===== config.mk =====
export PLATFORM = sky130hd
export DESIGN_NAME = operand_fetch
export DESIGN_NICKNAME = d
export VERILOG_FILES = /design/src/rtl/operand_fetch.sv
export SDC_FILE = /design/constraint.sdc
export NUM_CORES = 1
export LEC_CHECK = 0
export ABC_AREA = 1
export ABC_CLOCK_PERIOD_IN_PS = 1750
export BUFFER_PORTS_ARGS = -buffer_cell sky130_fd_sc_hd__buf_4
export CORE_ASPECT_RATIO = 1.4
export CORE_MARGIN = 2
export CORE_UTILIZATION = 40
export CTS_CLUSTER_DIAMETER = 150
export DETAILED_ROUTE_END_ITERATION = 10
export GPL_ROUTABILITY_DRIVEN = 0
export GPL_TIMING_DRIVEN = 0
export PLACE_DENSITY = 0.77
export SYNTH_ARGS = -nofsm -noshare
export SYNTH_HDL_FRONTEND = slang
export SYNTH_SLANG_ARGS = --single-unit

===== constraint.sdc =====
create_clock -name clk -period 1.75 [get_ports clk]
set_input_delay 0.175 -clock clk [delete_from_list [all_inputs] [get_ports clk]]
set_output_delay 0.175 -clock clk [all_outputs]
set_load 0.1 [all_outputs]

===== src/rtl/operand_fetch.sv =====
// operand_fetch
// -----------------------------------------------------------------------------
// Operand-fetch and hazard-interlock stage on the read side of the register
// file. Decoded instructions arrive over a valid/ready handshake, the source
// indices are driven straight to the register file read ports, and a
// per-register busy scoreboard tracks destinations whose writeback has not
// yet been seen. RAW and WAW hazards stall the input; accepted instructions
// land in a one-entry output register presented to execute over a second
// valid/ready handshake.
//
// Handshake semantics (both sides): a transfer happens on a rising clock
// edge where valid and ready are both 1. The producer holds its payload
// stable while valid=1 and ready=0. in_ready never depends on in_valid.
//
// Optional feature: define OPFETCH_BYPASS_EN to forward same-cycle
// writeback data (wb_data) into a source operand, clearing the RAW stall
// in the cycle the matching writeback is seen. Without it the operands
// always come from the register file and wb_data is unused.
//
// Ports:
//   clk, rst_n                 clock, asynchronous active-low reset
//   in_valid/in_ready          decoded instruction handshake
//   in_rs1, in_rs2, in_rd      source / destination register indices
//   in_rd_we                   instruction writes in_rd
//   rf_rs1, rf_rs2             register file read addresses (= in_rs1/in_rs2)
//   rf_rdata1, rf_rdata2       register file read data (same cycle)
//   wb_en, wb_rd, wb_data      writeback committed at this clock edge
//   flush                      synchronous flush of scoreboard and output
//   out_valid/out_ready        operand handshake to execute
//   out_op1, out_op2           registered operands
//   out_rd, out_rd_we          registered destination and write enable
//   stall_count                saturating count of hazard-stall cycles
// -----------------------------------------------------------------------------
module operand_fetch #(
    parameter int XLEN = 32,
    parameter int AW   = 5
) (
    input  logic            clk,
    input  logic            rst_n,
    input  logic            in_valid,
    output logic            in_ready,
    input  logic [AW-1:0]   in_rs1,
    input  logic [AW-1:0]   in_rs2,
    input  logic [AW-1:0]   in_rd,
    input  logic            in_rd_we,
    output logic [AW-1:0]   rf_rs1,
    output logic [AW-1:0]   rf_rs2,
    input  logic [XLEN-1:0] rf_rdata1,
    input  logic [XLEN-1:0] rf_rdata2,
    input  logic            wb_en,
    input  logic [AW-1:0]   wb_rd,
    input  logic [XLEN-1:0] wb_data,
    input  logic            flush,
    output logic            out_valid,
    input  logic            out_ready,
    output logic [XLEN-1:0] out_op1,
    output logic [XLEN-1:0] out_op2,
    output logic [AW-1:0]   out_rd,
    output logic            out_rd_we,
    output logic [15:0]     stall_count
);

    localparam int NREG = 1 << AW;

    typedef enum logic {
        EMPTY = 1'b0,
        FULL  = 1'b1
    } state_t;

    state_t          state;
    logic [NREG-1:0] busy;
    logic [NREG-1:0] busy_nxt;
    logic            byp1;
    logic            byp2;
    logic            hazard;
    logic            accept;
    logic [XLEN-1:0] op1_sel;
    logic [XLEN-1:0] op2_sel;

    assign rf_rs1 = in_rs1;
    assign rf_rs2 = in_rs2;

`ifdef OPFETCH_BYPASS_EN
    // Writeback to x0 is never forwarded; x0 reads as zero regardless.
    assign byp1 = wb_en && (wb_rd == in_rs1) && (in_rs1 != '0);
    assign byp2 = wb_en && (wb_rd == in_rs2) && (in_rs2 != '0);
`else
    logic unused_wb_data;
    assign byp1           = 1'b0;
    assign byp2           = 1'b0;
    assign unused_wb_data = ^wb_data;
`endif

    // The WAW term has no bypass: the older write must retire first so the
    // scoreboard bit always belongs to the youngest in-flight writer.
    assign hazard = (busy[in_rs1] && !byp1) ||
                    (busy[in_rs2] && !byp2) ||
                    (busy[in_rd]  && in_rd_we);

    assign in_ready = !hazard && !flush && (!out_valid || out_ready);
    assign accept   = in_valid && in_ready;

    always_comb begin
        op1_sel = rf_rdata1;
        if (in_rs1 == '0) begin
            op1_sel = '0;
        end else if (byp1) begin
            op1_sel = wb_data;
        end
    end

    always_comb begin
        op2_sel = rf_rdata2;
        if (in_rs2 == '0) begin
            op2_sel = '0;
        end else if (byp2) begin
            op2_sel = wb_data;
        end
    end

    // Clear first, then set, so a same-index set and clear leaves the bit set.
    // A clear of a non-busy bit is naturally a no-op.
    always_comb begin
        busy_nxt = busy;
        if (wb_en) begin
            busy_nxt[wb_rd] = 1'b0;
        end
        if (accept && in_rd_we && (in_rd != '0)) begin
            busy_nxt[in_rd] = 1'b1;
        end
        busy_nxt[0] = 1'b0;
        if (flush) begin
            busy_nxt = '0;
        end
    end

    always_ff @(posedge clk or negedge rst_n) begin
        if (!rst_n) begin
            busy <= '0;
        end else begin
            busy <= busy_nxt;
        end
    end

    // Output register FSM. accept is already 0 while flush is high.
    always_ff @(posedge clk or negedge rst_n) begin
        if (!rst_n) begin
            state     <= EMPTY;
            out_op1   <= '0;
            out_op2   <= '0;
            out_rd    <= '0;
            out_rd_we <= 1'b0;
        end else if (flush) begin
            state <= EMPTY;
        end else begin
            case (state)
                EMPTY: begin
                    if (accept) begin
                        state <= FULL;
                    end
                end
                FULL: begin
                    if (!accept && out_ready) begin
                        state <= EMPTY;
                    end
                end
                default: state <= EMPTY;
            endcase
            if (accept) begin
                out_op1   <= op1_sel;
                out_op2   <= op2_sel;
                out_rd    <= in_rd;
                out_rd_we <= in_rd_we;
            end
        end
    end

    assign out_valid = (state == FULL);

    // Counts only cycles lost to hazards, not to backpressure or flush.
    always_ff @(posedge clk or negedge rst_n) begin
        if (!rst_n) begin
            stall_count <= '0;
        end else if (in_valid && hazard && !flush && (stall_count != 16'hFFFF)) begin
            stall_count <= stall_count + 16'd1;
        end
    end

endmodule

Word-level counts from Yosys, hierarchy flattened
Cells that the tools add are included.

Word-level logic and storage cells: 62. Input bits: 123. Output and inout port bits: 98. Bits in registers: 119.

Magnitude comparators: 6. Equal/unequal tests: 1. Bitwise logic cells: 5. Muxes and demuxes: 19. $add $sub $neg: 1. Reductions and logical operators: 23.

Operators by type and width (number): 32-bit two-way mux (5); 32-bit AND (1); 32-bit inverter (1); 32-bit OR (1); 5-bit by 6-bit less-than comparator with 1-bit output (second input constant) (4); 16-bit by 1-bit adder with 16-bit output (second input constant) (1); 16-bit != test (second input constant) (1); 1-bit binary-select mux with 5-bit select (3); 1-bit logical AND (12); 1-bit demux with 5-bit select (2); 5-bit by 1-bit >= comparator with 1-bit output (second input constant) (2); 5-bit zero test (2); 1-bit two-way mux (8); 5-bit nonzero test (1); 1-bit zero test (4); 1-bit logical OR (3); 1-bit inverter (2); 1-bit one-hot mux with 2 select lines (1); 2-bit AND reduction (1).

Depth between registers and ports, before layout
Gate-level depths: netlist of run 1.

Depth in word-level cells: 13. Gate-level depth with buffers: 18. Gate-level depth less buffers: 16.

Least setup slack after synthesis of run 1
No wires, ideal clock.

Kind: register to register. From: register stall_count[0]. To: register stall_count[13]. Required time: 1.620 ns. Cell stages (with the launch flop): 14. Arrival: 2.489 ns. Setup slack: -0.869 ns. Buffers on the path: 1. Library setup time: 0.130 ns. Period minus slack after synthesis: 2.619 ns. Cells stage by stage: dfrtp_1 > ha_1 > inv_1 > nor3_1 > inv_1 > nor2_1 > nand2_1 > nor3_1 > a211oi_1 > nand2_4 > inv_2 > buf_6 > nand2_1 > o21ai_0.

Word-level cells in the longest chain between the ends: 2. Elaborated cells between the ends (all ways): 3. Classes of those cells: 1 x add/sub; 1 x eq/ne; 1 x reduce/logical.

Ends and longest elaborated chain: from (decl) (RTL line 60) `output logic [15:0] stall_count`; from (signal assigned) (RTL line 185) `stall_count <= stall_count + 16'd1;`; parallel branches: the longest is 2 deep, another holds 16-bit by 1-bit adder with 16-bit output.

Several ways; the timed one is not identified. A chain may end at the register's enable or synchronous reset.

Final worst setup path of run 1
From: register busy[11]. To: register stall_count[3].

Word-level cells in the longest chain between the ends: 7. Elaborated cells between the ends (all ways): 12. Classes of those cells: 6 x mux; 6 x reduce/logical.

Ends and longest elaborated chain: from (decl) (RTL line 71) `logic [NREG-1:0] busy;`; from (signal assigned) (RTL line 141) `busy <= busy_nxt;`; 1-bit binary-select mux with 5-bit select (on tied branches) (RTL line 96, 97, 98); 1-bit two-way mux (on tied branches) (RTL line 96, 97, 98); 1-bit logical OR or 1-bit logical AND (tied branches) (RTL line 96, 98); 1-bit logical OR (*) (RTL line 97) `(busy[in_rs2] && !byp2) ||`; 1-bit logical AND (*) (3 in a row) (RTL line 184) `end else if (in_valid && hazard && !flush && (stall_count != 16'hFFFF)) begin`.

Mark *: on every way between the ends. The rest lies on a longest branch, timed or not. The select of a mux whose other input is x is not followed.

==> results.json, run 1 <==
{
  "use_met1_pct": 31.7,
  "finalSetupViolations": 119,
  "slew_viol_final": 0,
  "slew_headroom_pct": 12.9,
  "drtAntennaViolNets": 0,
  "tns_ns": -39.80,
  "synth_top_cell_area_share_pct": 42.7,
  "critPathCaptureType": "register",
  "final_cell_mix": "nand2_1, buf_4, nand3_1, dfrtp_1, inv_1",
  "clockBufferDepth": 2,
  "outcome": "finished, violations left",
  "htree_levels": 4,
  "seqPwrFrac_pct": 24.1,
  "totalWireLength_um": 28100,
  "rsz0062_at_grt": "yes",
  "wire_per_inst_um": 18.7,
  "start_util_pct": 41.1,
  "path_max_fanout": 6,
  "num_rows": 56,
  "syn_area_sq_um": 6920,
  "die_x_um": 115,
  "tightest_slew_ns": 1.30,
  "final_common_cell": "nand2_1",
  "synth_cells": 986,
  "io-pin-count": 221,
  "grt_overflow": 0,
  "yosysSeqAreaShare_pct": 42.7,
  "portBuffers": 180,
  "p_leak_uw": 0.00556,
  "ir_drop_mv": 0.727,
  "internal_power_uw": 7800,
  "via_per_inst": 5.57,
  "yosysWarnings": 0,
  "grt_pass1_vias": 7793,
  "min_period_ns": 2.18,
  "ys_ff_latch": 118,
  "cp.arrival_ns": 2.50,
  "max_freq_mhz": 460,
  "hp-class": "primary input to register",
  "dr.pass1.iters": 5,
  "switching_share_pct": 53.0,
  "finalCritPeriodShare_pct": 124,
  "cap_viol_max_count": 0,
  "final-hold-violation-count": 0,
  "tritoncts": "built",
  "setup_ws_ns": -0.426,
  "path_class": "register to register",
  "clk_latency_ns": 0.42,
  "grt-busiest-layer": "met2",
  "cts.sinks": 118,
  "min_from": "rf_rdata2[31]",
  "clock_skew_ns": 0.0163,
  "startpoint": "busy[11]",
  "die_height_um": 160,
  "fin_nets": 1410,
  "drive_gt1_share_pct": 33.4,
  "antenna_found_initial": 1,
  "die_area_sq_um": 18400,
  "p_switching_uw": 8810,
  "synthTopCellsByArea": "dfrtp_1, nand2_1, nand3_1, inv_1, a21oi_1",
  "min_to": "out_op2[31]",
  "drcViolationCount": 0,
  "ys_types": 28,
  "whs_path_depth": 3,
  "timing.rr.start": "busy[11]",
  "syn_nets": 1110,
  "clkPwrFrac_pct": 23.4,
  "final_area_sq_um": 10900,
  "cp-start-kind": "register",
  "grt_max_degree": 65,
  "reg2reg_to": "stall_count[3]",
  "pwr-share-comb_pct": 52.5,
  "grtUsageMet3_pct": 5.09,
  "placed_area_sq_um": 8650,
  "synth_top_area_cell": "dfrtp_1",
  "grt.met2_usage_pct": 45.7,
  "cts_root_buf": "clkbuf_16",
  "p_per_area_nw_per_um2": 1520,
  "core_sq_um": 16800,
  "track_usage_pct": 27.4,
  "grt_pass1_wl_um": 39400,
  "postSynthAreaPerCell_sq_um": 7.02,
  "violations": "setup timing",
  "r2r_cells": 17,
  "cts_buffers": 17,
  "drt_iter0_markers": 917,
  "dpl.hpwl_um": 17200,
  "vias": 8371,
  "synthToLayoutAreaGrowth_pct": 57.6,
  "clk_pin_slew_ns": 0.06,
  "cp.required_ns": 2.08,
  "r2r_setup_slack_ns": -0.43
}
## power groups by stage
stage,registers [uW],clock network (uW),logic [uW]
3_3_place_gp,3900,0,7860
5_1_grt,4070,4020,8990
2_1_floorplan,8660,0,1330
3_5_place_dp,3930,0,7930
4_1_cts,3880,3880,8200
6_report,4010,3880,8720
## layout make-up
| class | count | area (sq um) |
|---|---|---|
| diodes | 1 | 2.50 |
| plain buffers | 62 | 526 |
| clock buffers | 17 | 425 |
| clock inverters | 15 | 216 |
| fillers | 1320 | 5910 |
| inverters | 103 | 408 |
| multi-input cells | 703 | 3580 |
| flip-flops and latches | 118 | 2980 |
| well taps | 203 | 254 |
| repair buffers | 281 | 2510 |
## Yosys cell counts (all sizes together)
library cell and n:
a211oi 1, inv 102, nand4 33, nand3 130, nor2 46, xor2 14
clkbuf 17, nor3 27, nand2 365, clkinv 1, ha 1, a22oi 1
xnor2 1, dfrtp 118, buf 45, a21oi 61, nor4 3, o21ai 20
## cell families (layout without fill, tap and decap cells)
family                   after synthesis  count (layout)  synth area share [%]
AO/OA/AOI/OAI                         83              83                  6.08
AND/OR/NAND/NOR                      604             604                  37.7
flip-flops                           118             118                  42.7
other                                  0               1                     0
buffers and inverters                165             478                  11.5
XOR/XNOR                              15              15                  1.90
adder cells (fa/ha/maj)                1               1                 0.181
## worst max path at each step
stage / end / slack [ns] / depth (start not counted)
2_1_floorplan: busy[10] / -0.42 / 18
3_3_place_gp: out_op1[7] / -0.58 / 14
3_5_place_dp: out_op1[7] / -0.57 / 16
4_1_cts: out_op2[13] / -0.33 / 15
5_1_grt: out_op1[24] / -0.50 / 18
6_report: stall_count[3] / -0.43 / 17
## per-stage QoR
stage / setup WS (ns) / utilization, % / hold slack, ns / instances / power (uW)
final: -0.426 / 64.8 / 0.0174 / 1503 / 16600
after global routing: -0.502 / 64.8 / 0.0498 / 1503 / 17100
after CTS: -0.325 / 60.0 / 0.0104 / 1476 / 16000
after detailed placement: -0.574 / 51.5 / 0.179 / 1370 / 11900
after global placement: -0.582 / 51.3 / 0.397 / 1369 / 11800
after floorplan: -0.418 / - / -0.121 / 986 / 9990
## critical path, cell delays in order, from the launching register on
cell      delay [ns]
dfrtp_1         0.41
buf_6           0.13
nand2_2         0.05
nand3_1         0.08
nand3_1         0.09
nand2_1         0.06
nand2_1         0.07
nand3_1         0.07
nand2_2         0.16
nand3_4         0.11
buf_6           0.13
buf_6           0.10
buf_6           0.11
nand2_8         0.09
clkinv_8        0.08
buf_8           0.14
nand2_4         0.06
xor2_1          0.16
## registers in the layout, summed over array words and instances (netlist names)
name,cells
busy,31
out_op1,32
out_op2,32
out_rd,5
out_rd_we,1
out_valid,1
stall_count,16
## metal layers
metal / part of all wire [%] / wire [um]
met1: 35 / 9970
met2: 50 / 14100
met5: 0 / 0
met4: 6.5 / 1840
met3: 7.8 / 2200
## timing repair
item / 4_1_cts / 5_1_grt
endpoints found under the setup margin: 119 / 119
hold buffers: 61 / 0
pin swaps: 10 / 26
buffers inserted: 13 / 17
cloned: 0 / 9
resized for setup: 30 / 157
endpoints found under the hold margin: 114 / 0
Power figures use the tool's default switching activity.
==> run 2: changes to the inputs <==
- ABC_AREA: 1 -> 0
- PLACE_DENSITY: 0.77 -> 0.78
==> run 2 against run 1 <==
Compared with the run above: the flow still finishes with violations (setup timing); combinational power fell by 39%; critical endpoint is now in_ready; worst setup slack worse by 0.72 ns; first-iteration DRC count down 46%; global-route usage is 1.2 points lower; wire length down 21%; synthesized cell count decreased by 35%; register-to-register slack worse by 0.72 ns; sequential share of layout area rose by 3.4 points; largest cell class unchanged.
==> results.json, run 2 <==
{
  "slew_headroom_pct": 58.4,
  "die_area_sq_um": 16300,
  "cp.required_ns": 1.57,
  "cp.arrival_ns": 2.73,
  "syn_nets": 768,
  "grt_pass1_vias": 6349,
  "hold_ws_ns": 0.000851,
  "synth_flop_cell": "dfrtp_1",
  "final_cell_mix": "buf_4, nand2_1, dfrtp_1, o21ai_1, o21ai_2",
  "cts_root_buf": "clkbuf_16",
  "syn_area_sq_um": 6120,
  "vias": 6254,
  "grt_overflow": 0,
  "antenna_found_initial": 0,
  "clk_latency_ns": 0.42,
  "final_common_cell": "buf_4",
  "fin_util_pct": 64.7,
  "drive_gt1_share_pct": 45.2,
  "htree_levels": 4,
  "yosysSeqAreaShare_pct": 48.3,
  "synth_commonest_cells": "nand2_1, dfrtp_1, o21ai_0",
  "tritoncts": "built",
  "final-hold-violation-count": 0,
  "wire_per_inst_um": 19.9,
  "critPathCaptureType": "output pin",
  "via_per_inst": 5.62,
  "synth_top_area_cell": "dfrtp_1",
  "grt_max_degree": 65,
  "stdcell_count": 1112,
  "track_usage_pct": 26.2,
  "finalCritPeriodShare_pct": 166,
  "cts.sinks": 118,
  "num_rows": 53,
  "p_per_area_nw_per_um2": 1280,
  "pre_cts_ws_ns": -1.45,
  "clk_pin_slew_ns": 0.06,
  "synth_top_cell_area_share_pct": 48.3,
  "grt_pass1_wl_um": 32800,
  "fin_nets": 1031,
  "clockBufferDepth": 2,
  "ys_types": 49,
  "io-pin-count": 221,
  "synth_edf_count": 0,
  "die_x_um": 109,
  "reg_top3": "out_op1 (32), out_op2 (32), busy (31)",
  "synthTopCellsByArea": "dfrtp_1, nand2_1, o21ai_0, mux4_2, mux2i_1",
  "slew_viol_final": 0,
  "p_leak_uw": 0.00457,
  "path_class": "register to output pin",
  "ir_drop_mv": 0.929,
  "finalPower_uw": 12400,
  "dpl.hpwl_um": 14400,
  "finalSetupViolations": 119,
  "clock_skew_ns": 0.00778,
  "cts_buffers": 17,
  "postSynthAreaPerCell_sq_um": 9.50,
  "outcome": "finished, violations left",
  "min_period_ns": 2.90,
  "hp-class": "primary input to register",
  "cap_viol_max_count": 0,
  "core_sq_um": 15000,
  "ys_ff_latch": 118,
  "start_util_pct": 40.8,
  "dp_cells": 1019,
  "yosysWarnings": 0,
  "tightest_slew_ns": 0.624,
  "cp-start-kind": "register",
  "max_freq_mhz": 345,
  "rsz0062_at_grt": "yes",
  "ys_async_sr_fraction_pct": 100,
  "drcViolationCount": 0,
  "totalWireLength_um": 22200,
  "synth_cells": 644,
  "portBuffers": 182,
  "n_antenna_cell": 0,
  "dr.pass1.iters": 5,
  "synth.most_common_cell": "nand2_1",
  "setup_ws_ns": -1.15,
  "synthToLayoutAreaGrowth_pct": 58.3,
  "drt_iter0_markers": 491,
  "die_height_um": 150,
  "path_max_fanout": 4,
  "violations": "setup timing",
  "drtAntennaViolNets": 0
}
## run 2: cell families (layout without fill, tap and decap cells)
group	count (synthesis)	after routing	share of synthesized area, %
DFF	118	118	48.3
and+or+nand+nor	288	288	23.1
adders and majority gates	1	1	0.204
buffers and inverters	51	327	4.40
muxes	41	41	9.92
xor gates and xnor gates	14	14	2.00
AOI/OAI and AO/OA	131	131	12.2
## run 2: cell type report
cell class / instances / area [sq um]
fillers: 1107 / 5300
multi-input cells: 475 / 3270
flip-flops and latches: 118 / 2980
repair buffers: 245 / 2140
plain buffers: 48 / 449
clock buffers: 18 / 429
well taps: 192 / 240
clock inverters: 14 / 176
inverters: 2 / 7.51
## run 2: layer usage
| layer | GRT usage, % | wire (um) | up-vias |
|---|---|---|---|
| li1 | - | - | 2776 |
| met1 | 29.0 | 7840 | 3113 |
| met2 | 46.6 | 11900 | 282 |
| met3 | 5.41 | 1310 | 83 |
| met4 | 14.2 | 1100 | 0 |
| met5 | 0 | 0 | - |
## run 2: critical path: stages, from the launching register on
cell	delay, ns
dfrtp_1	0.42
mux4_2	0.51
a32o_2	0.31
o41ai_4	0.46
buf_4	0.20
and4_4	0.23
buf_12	0.17
## run 2: worst paths after layout
| kind | from | endpoint | slack, ns | cells after the start |
|---|---|---|---|---|
| max | busy[23] | in_ready | -1.15 | 6 |
| min reg2reg | out_op2[27] | out_op2[27] | 0.48 | 2 |
| min in group asynchronous | rst_n | out_op2[27] | 0.33 | 2 |
| min | rf_rdata2[29] | out_op2[29] | 0.0009 | 3 |
| max reg2reg | busy[23] | busy[8] | -1.15 | 7 |
| max in group asynchronous | rst_n | stall_count[7] | 0.70 | 3 |
## run 2: report_power, final
| group | switching, uW | internal, uW | total (uW) |
|---|---|---|---|
| Sequential | 339 | 3140 | 3480 |
| Clock | 1380 | 2250 | 3630 |
| Combinational | 4040 | 1250 | 5300 |
## run 2: per-stage QoR
stage	TNS, ns	instance area, sq um
after floorplan	-56.19	6210
after detailed placement	-121.32	7850
final	-119.25	9690
after CTS	-97.52	9440
after global placement	-116.63	7820
after global routing	-121.98	9690
## run 2: timing repair
| action | CTS | global route |
|---|---|---|
| endpoints found under the hold margin | 95 | 0 |
| gates cloned | 7 | 3 |
| endpoints found under the setup margin | 119 | 119 |
| pin swaps | 46 | 23 |
| buffers inserted | 18 | 3 |
| gates resized for setup | 148 | 70 |
| hold buffers | 33 | 0 |
==> run 3: changes to the inputs <==
- CORE_ASPECT_RATIO: 1.4 -> not set
- CTS_CLUSTER_SIZE: not set -> 25
==> run 3 against run 2 <==
Compared with the run above: the run ends with hold timing, setup timing left; worst setup slack improved by 0.065 ns; non-clock buffer count rose by 8; combinational power increased by 1%; clock-buffer cell count up 4; maximum frequency grew 2.3%; first-iteration DRC count is 12% higher; critical path depth up 2; final cell count rose by 0.27%.
==> results.json, run 3 (synthesis gave the netlist of run 2 again) <==
{
  "cp_num_buf_inv": 1,
  "drt_iter0_markers": 549,
  "reg2reg_to": "busy[20]",
  "die_x_um": 128,
  "start_util_pct": 40.6,
  "cts_root_buf": "clkbuf_16",
  "r2r_cells": 8,
  "clk_latency_ns": 0.43,
  "path_max_fanout": 7,
  "finalCritPeriodShare_pct": 162,
  "startpoint": "busy[29]",
  "reg_top3": "out_op1 (32), out_op2 (32), busy (31)",
  "die_area_sq_um": 16300,
  "path_cells": "mux4_2, mux2i_1, o22ai_1, nor3_4, nand4_2, buf_6, or4_4, o21ai_1",
  "min_period_ns": 2.84,
  "critPathCaptureType": "register",
  "dr.pass1.iters": 6,
  "totalWireLength_um": 22700,
  "num_rows": 45,
  "outcome": "finished, violations left",
  "cts_buffers": 17,
  "hp-class": "primary input to register",
  "setup_ws_ns": -1.09,
  "cp.required_ns": 2.09,
  "multi_input_area_sq_um": 3310,
  "final_common_cell": "buf_4",
  "drtAntennaViolNets": 0,
  "finalSetupViolations": 119,
  "violations": "hold timing, setup timing",
  "whs_path_depth": 3,
  "timing.rr.start": "busy[29]",
  "min_from": "rf_rdata2[11]",
  "antenna_found_initial": 0,
  "grt_overflow": 0,
  "drive_gt1_share_pct": 43.8,
  "final_area_sq_um": 9780,
  "drcViolationCount": 0,
  "wire_per_inst_um": 20.4,
  "min_to": "out_op2[11]",
  "max_freq_mhz": 353,
  "htree_levels": 4,
  "dpl.hpwl_um": 13600,
  "clockBufferDepth": 2,
  "clock_skew_ns": 0.0115,
  "critPathSlowestCell": "or4_4",
  "portBuffers": 182,
  "vias": 6417,
  "tritoncts": "built",
  "rsz0062_at_grt": "yes",
  "crit_family": "simple AND/OR/NAND/NOR gates",
  "tns_ns": -110.48,
  "grt_pass1_vias": 5878,
  "final-hold-violation-count": 3,
  "slew_viol_final": 0,
  "cp-start-kind": "register",
  "cap_viol_max_count": 0,
  "hold_ws_ns": -0.00909,
  "p_per_area_nw_per_um2": 1300,
  "synthToLayoutAreaGrowth_pct": 59.8,
  "path_class": "register to register",
  "tightest_slew_ns": 0.692,
  "ff_latch_area_sq_um": 2980,
  "core_sq_um": 15100,
  "grt_max_degree": 72,
  "die_height_um": 128,
  "finalPower_uw": 12700,
  "track_usage_pct": 24.9,
  "clk_pin_slew_ns": 0.06,
  "via_per_inst": 5.76,
  "cts.sinks": 118,
  "slowest_delay_ns": 0.57,
  "p_leak_uw": 0.00460,
  "grt_pass1_wl_um": 31200,
  "slew_headroom_pct": 53.7,
  "ir_drop_mv": 0.739,
  "cp.arrival_ns": 3.18,
  "r2r_setup_slack_ns": -1.09,
  "final_cell_mix": "buf_4, nand2_1, dfrtp_1, o21ai_2, dlygate4sd3_1",
  "num-fill-cells": 1071,
  "pre_cts_ws_ns": -1.09,
  "n_antenna_cell": 0,
  "placed_area_sq_um": 7840,
  "fin_nets": 1039,
  "io-pin-count": 221
}
## run 3: cell type report
cell class / instances / share of cell area, %
inverters: 2 / 0.0767
well taps: 188 / 2.40
plain buffers: 48 / 4.44
multi-input cells: 475 / 33.8
clock buffers: 22 / 4.64
clock inverters: 9 / 1.79
repair buffers: 253 / 22.4
flip-flops and latches: 118 / 30.4
## run 3: stage by stage
step                      util [%]  std cells
after CTS                     61.6       1108
after floorplan                  -        644
after global routing          64.8       1115
final                         64.8       1115
after detailed placement      52.0       1015
after global placement        51.8       1014
## run 3: report_power, final
part	total (uW)	leakage [uW]	switching (uW)	internal, uW
clock network	3820	0.000300	1270	2550
logic	5360	0.00278	4100	1260
registers	3490	0.00151	346	3150
## run 3: timing repair
item,in CTS,in global routing
pin swaps,33,44
setup endpoints to repair,119,119
gates resized for setup,85,129
buffers inserted,11,3
endpoints found under the hold margin,94,0
cloned,4,4
hold buffers,48,0
## run 3: worst register-to-register path: cells and delay by family, from the launching register on
family          cells  cell delay (ns)
flops               1             0.44
simple gates        3             1.07
compound gates      2             0.34
buf+inv             1             0.17
mux                 2             0.75
## run 3: worst max-delay path by stage
stage | endpoint | slack (ns) | cells past startpoint
3_3_place_gp | busy[12] | -1.06 | 10
2_1_floorplan | busy[29] | -0.67 | 8
5_1_grt | busy[24] | -1.18 | 8
3_5_place_dp | busy[20] | -1.09 | 10
4_1_cts | busy[24] | -0.95 | 8
6_report | busy[20] | -1.09 | 8
## run 3: routing by layer
| metal | track usage, % | wire length, um | share of wire (%) |
|---|---|---|---|
| met1 | 31.6 | 8800 | 39 |
| met2 | 39.9 | 11200 | 49 |
| met3 | 5.47 | 1690 | 7.4 |
| met4 | 13.1 | 1070 | 4.7 |
| met5 | 0 | 0 | 0 |
